**src/rtl/btn_pkg.sv**
```systemverilog
// Shared definitions for button click decoding: click event codes and FSM state encoding.
package btn_pkg;

    localparam logic [1:0] CLICK_SINGLE = 2'b01;
    localparam logic [1:0] CLICK_DOUBLE = 2'b10;
    localparam logic [1:0] CLICK_TRIPLE = 2'b11;

    typedef enum logic [0:0] {
        IDLE = 1'b0,
        WAIT = 1'b1
    } click_state_t;

endpackage

```
**src/rtl/click_window_timer.sv**
```systemverilog
// Window timer for button logic: counts enabled cycles since the last clear and
// flags the final cycle of a WINDOW_CYCLES-long window.
module click_window_timer #(
    parameter int WINDOW_CYCLES = 25_000_000,
    parameter int WIN_W         = 25
) (
    input  logic CLK,
    input  logic reset,
    input  logic clear,
    input  logic enable,
    output logic timeout
);

    logic [WIN_W-1:0] count_reg;

    always_ff @(posedge CLK) begin
        if (reset || clear) begin
            count_reg <= '0;
        end else if (enable) begin
            count_reg <= count_reg + WIN_W'(1);
        end
    end

    assign timeout = (count_reg == WIN_W'(WINDOW_CYCLES - 1));

endmodule

```
**src/rtl/btn_click_decoder.sv**
```systemverilog
// Groups one-cycle button pulses into single/double(/triple) click events held behind
// a valid/ready handshake. Define BTN_CLICK_TRIPLE_EN to enable triple-click decoding.
module btn_click_decoder
    import btn_pkg::*;
#(
    parameter int WINDOW_CYCLES = 25_000_000,
    parameter int WIN_W         = 25
) (
    input  logic       CLK,
    input  logic       reset,
    input  logic       btnPulse,
    output logic       evtValid,
    output logic [1:0] evtCode,
    input  logic       evtReady,
    output logic       evtDrop
);

`ifdef BTN_CLICK_TRIPLE_EN
    localparam logic [2:0] MAX_CLICKS = 3'd3;
`else
    localparam logic [2:0] MAX_CLICKS = 3'd2;
`endif

    click_state_t state_reg, state_next;
    logic [1:0]   clicks_reg, clicks_next;
    logic         evt_valid_reg, evt_valid_next;
    logic [1:0]   evt_code_reg, evt_code_next;
    logic         evt_drop_reg, evt_drop_next;

    logic         finalize;
    logic [1:0]   fin_code;
    logic         timer_clr;
    logic         timer_en;
    logic         timeout;

    click_window_timer #(
        .WINDOW_CYCLES (WINDOW_CYCLES),
        .WIN_W         (WIN_W)
    ) u_window_timer (
        .CLK     (CLK),
        .reset   (reset),
        .clear   (timer_clr),
        .enable  (timer_en),
        .timeout (timeout)
    );

    always_ff @(posedge CLK) begin
        if (reset) begin
            state_reg     <= IDLE;
            clicks_reg    <= 2'd0;
            evt_valid_reg <= 1'b0;
            evt_code_reg  <= 2'b00;
            evt_drop_reg  <= 1'b0;
        end else begin
            state_reg     <= state_next;
            clicks_reg    <= clicks_next;
            evt_valid_reg <= evt_valid_next;
            evt_code_reg  <= evt_code_next;
            evt_drop_reg  <= evt_drop_next;
        end
    end

    // A pulse always takes priority over a timeout landing in the same cycle.
    always_comb begin
        state_next  = state_reg;
        clicks_next = clicks_reg;
        finalize    = 1'b0;
        fin_code    = clicks_reg;
        case (state_reg)
            IDLE: begin
                if (btnPulse) begin
                    state_next  = WAIT;
                    clicks_next = 2'd1;
                end
            end
            WAIT: begin
                if (btnPulse) begin
                    if (({1'b0, clicks_reg} + 3'd1) < MAX_CLICKS) begin
                        clicks_next = clicks_reg + 2'd1;
                    end else begin
                        finalize    = 1'b1;
                        fin_code    = MAX_CLICKS[1:0];
                        state_next  = IDLE;
                        clicks_next = 2'd0;
                    end
                end else if (timeout) begin
                    finalize    = 1'b1;
                    state_next  = IDLE;
                    clicks_next = 2'd0;
                end
            end
            default: begin
                state_next  = IDLE;
                clicks_next = 2'd0;
            end
        endcase
    end

    // The slot counts as free when the held event is being taken this same cycle.
    always_comb begin
        timer_clr      = (state_reg != WAIT) || btnPulse || finalize;
        timer_en       = (state_reg == WAIT);
        evt_valid_next = evt_valid_reg && !evtReady;
        evt_code_next  = evt_code_reg;
        evt_drop_next  = 1'b0;
        if (finalize) begin
            if (!evt_valid_reg || evtReady) begin
                evt_valid_next = 1'b1;
                evt_code_next  = fin_code;
            end else begin
                evt_drop_next  = 1'b1;
            end
        end
    end

    assign evtValid = evt_valid_reg;
    assign evtCode  = evt_code_reg;
    assign evtDrop  = evt_drop_reg;

endmodule

```
**config.mk**
```make
export PLATFORM = sky130hd
export DESIGN_NAME = btn_click_decoder
export DESIGN_NICKNAME = d
export VERILOG_FILES = /design/src/rtl/btn_pkg.sv /design/src/rtl/click_window_timer.sv /design/src/rtl/btn_click_decoder.sv
export SDC_FILE = /design/constraint.sdc
export NUM_CORES = 1
export LEC_CHECK = 0
export ABC_AREA = 0
export BUFFER_PORTS_ARGS = -buffer_cell sky130_fd_sc_hd__buf_2
export CAP_MARGIN = 15
export CELL_PAD_IN_SITES_DETAIL_PLACEMENT = 0
export CELL_PAD_IN_SITES_GLOBAL_PLACEMENT = 1
export CORE_MARGIN = 3
export CORE_UTILIZATION = 41
export DETAILED_ROUTE_END_ITERATION = 8
export HOLD_SLACK_MARGIN = 0.12
export PLACE_DENSITY_LB_ADDON = 0.12
export SYNTH_ARGS = -nofsm -noshare
export SYNTH_HDL_FRONTEND = slang
export SYNTH_SLANG_ARGS = --single-unit
```
**constraint.sdc**
```tcl
create_clock -name CLK -period 2 [get_ports CLK]
set_input_delay 0.2 -clock CLK [delete_from_list [all_inputs] [get_ports CLK]]
set_output_delay 0.2 -clock CLK [all_outputs]
set_load 0.05 [all_outputs]
```
==> impl_metrics.toml <==
[timing]
timing_hold_violations_final = 0
layout_setup_ws_ns = 0.0224
rsz0062_at_grt = "yes"
relSlewSlack = 0.771
slew_viol_final = 0
fin_tns_setup_ns = 0
layout_min_cycle_time_ns = 1.98
max_freq_mhz = 506
final-setup-viol-count = 0
min_period_over_period = 0.989
fin_hold_ws_ns = 0.165
worst_slew_pin_slew_ns = 0.338
fin_skew_ns = 0.0123

[synthesis]
synth_compound_area_frac = 0.0325
syn_avg_cell_area_um2 = 8.97
synth_cell_type_count = 32
synth_top_family_by_area = "simple AND/OR/NAND/NOR gates"
synth_edf_count = 0
yosysWarnings = 0
seq_area_frac_synth = 0.438
postSynthCellCount = 163
synth-seq-cells = 32
yosys.area_share.xor_xnor = 0.138
synth_nets = 170
ys_async_sr_fraction = 0
muxShareOfSynthArea = 0.0171
synthAdderAreaFrac = 0.0257
synth_simple_gate_area_frac = 0.312
synth_area_um2 = 1460
ys.flop_type = "dfxtp_1"

[route]
drtIter0Drc = 46
routedWlPerCell_um = 11.9
antenna_left = 0
drt_first_pass_iters = 6
wl_met1_um = 1350
num_vias = 1199
viasPerCell = 5.10
route.detailed.drc = 0
wirelength_um = 2790
dr_wl_met2_um = 1280
met3_length_um = 105
highest_layer = "met4"

[power]
clock_power_share = 0.415
vdd_ir_drop_max_uv = 335
p_sw_frac = 0.217
power_leakage_uw = 0.000652
comb_power_share = 0.033
p_per_area_nw_per_um2 = 678
p_int_uw = 919
seq_power_share = 0.552
p_switching_uw = 254

[run]
cap_violations = 0

[placement]
place_inst = 226
dp_hpwl_um = 2050
portBuffers = 7
dpl_worst_slack_ns = 0.0298
place.gp.congestion = 0.780

[clock_network]
cts_setup_buffers = 0
path_clk_slew_ns = 0.11
cts_tree = "done"
cts.path.max_buffers = 2
cts_buffers = 5
cts.root.buffer_cell = "clkbuf_4"
h-tree-depth = 2
cts_sinks = 32
clock_latency_ns = 0.34

[critical_path]
timing.rr.end = "evtCode[1]"
slowest_stage = "or4b_1"
cp-end-kind = "register"
timing_worst_setup_path_type = "register to register"
arrival_ns = 2.21
cp_cell_sequence = "or4b_1 > or4_4 > nor4_4 > o21ai_2 > mux2_4"
crit_required_ns = 2.24
startpoint_type = "register"
rrSetupSlack_ns = 0.02
crit_fanout = 2
ff2ff_path_depth = 5
slowest_delay_ns = 0.51
rr_startpoint = "u_window_timer.count_reg[8]"

[global_routing]
grt_pass1_wl_um = 4980
grt_use_total = 0.152
antenna_found_initial = 0
overflow = 0
grt_max_degree = 16
grt_pass1_vias = 1147

[hold_path]
hold_path_class = "primary input to register"
min_from = "btnPulse"
holdPathStages = 3
hold_end = "state_reg"

[cells_and_area]
antenna_cells = 0
final_util = 0.511
largest_reg_flops = 25
num-nets-final = 195
stdcell_count = 235
drive_above_1_share = 0.185
areaGrowthSynthToFinish_pct = 18.5

[status]
status = "finished, final reports clean"

[die]
core_area_um2 = 3390
rows = 21
die_area_um2 = 4320
start_util = 0.431
die_w_um = 65.7
dieHeight_um = 65.7
ios = 8
cell families (layout without fill, tap and decap cells):
kind of cell	count (synthesis)	in the layout
simple gates	87	87
flops	32	32
xor+xnor	23	23
buf+inv	9	35
compound gates	7	7
fa+ha+maj	3	3
mux	2	2
worst max path at each step:
stage,from,end,slack (ns),cells past startpoint
2_1_floorplan,u_window_timer.count_reg[8],evtCode[1],0.03,5
3_3_place_gp,u_window_timer.count_reg[8],evtCode[1],0.04,5
3_5_place_dp,u_window_timer.count_reg[8],u_window_timer.count_reg[22],0.03,6
4_1_cts,u_window_timer.count_reg[8],u_window_timer.count_reg[16],0.001,6
5_1_grt,u_window_timer.count_reg[8],evtCode[1],-0.05,5
6_report,u_window_timer.count_reg[8],evtCode[1],0.02,5
worst max-delay path: cells and delay by family, from the launching register on:
family          cells  cell delay (ns)
flops               1             0.32
mux                 1             0.29
compound gates      1             0.10
simple gates        3             1.17
metrics by stage:
step	cell area, um^2	power (uW)
after floorplan	1470	690
after global placement	1630	697
after detailed placement	1630	699
after CTS	1720	1190
after global routing	1730	1230
final	1730	1170
power groups by stage:
| stage | clock network (uW) | registers [uW] | logic [uW] |
|---|---|---|---|
| floorplan | 0 | 660 | 30.3 |
| global placement | 0 | 662 | 35.1 |
| detailed placement | 0 | 662 | 36.2 |
| CTS | 506 | 648 | 37.9 |
| global route | 534 | 649 | 43.4 |
| finish | 487 | 648 | 38.8 |
cells in the mapped netlist (all sizes together), types with 3 or more instances:
cell    number  area, um^2
nand4       13        81.3
buf          4        35.0
xor2        19         166
dfxtp       32         641
xnor2        4        35.0
nor2        35         131
nand2       10        37.5
and3         3        18.8
nor4         4        40.0
inv          4        15.0
ha           3        37.5
nor3         3        20.0
nand2b       4        25.0
nor2b        3        18.8
nand3        7        35.0
final cells by class:
cell class	count	area [um^2]
inverter	4	15.0
multi-input combinational	122	781
fill	330	1660
clock inverter	2	35.0
clock buffer	6	41.3
timing repair buffer	23	161
tap	46	57.6
sequential	32	641
repair_timing:
item                                    in CTS  in global routing
endpoints found under the hold margin        2                  0
gates resized for setup                      0                  2
hold buffers                                 1                  0
endpoints found under the setup margin       0                 19
metal layers:
layer	global-route usage	vias to the layer above
met3	0.0513	8
met5	0	-
met1	0.180	567
met2	0.245	17
li1	-	607
met4	0.0699	0
placed cells by master, fill, tap and decap left out, drive strengths merged, types with 2 or more instances in the layout:
| cell | netlist | routed |
|---|---|---|
| a21oi | 2 | 2 |
| o21ai | 2 | 2 |
| xnor2 | 4 | 4 |
| and3 | 3 | 3 |
| nand2 | 10 | 10 |
| nand3 | 7 | 7 |
| ha | 3 | 3 |
| nor2 | 35 | 35 |
| nand4 | 13 | 13 |
| nor4 | 4 | 4 |
| nand2b | 4 | 4 |
| nor3 | 3 | 3 |
| buf | 4 | 22 |
| dfxtp | 32 | 32 |
| nor2b | 3 | 3 |
| xor2 | 19 | 19 |
| clkbuf | 1 | 6 |
| and4 | 2 | 2 |
| inv | 4 | 4 |
No activity file was read; power rests on OpenSTA's default activity.
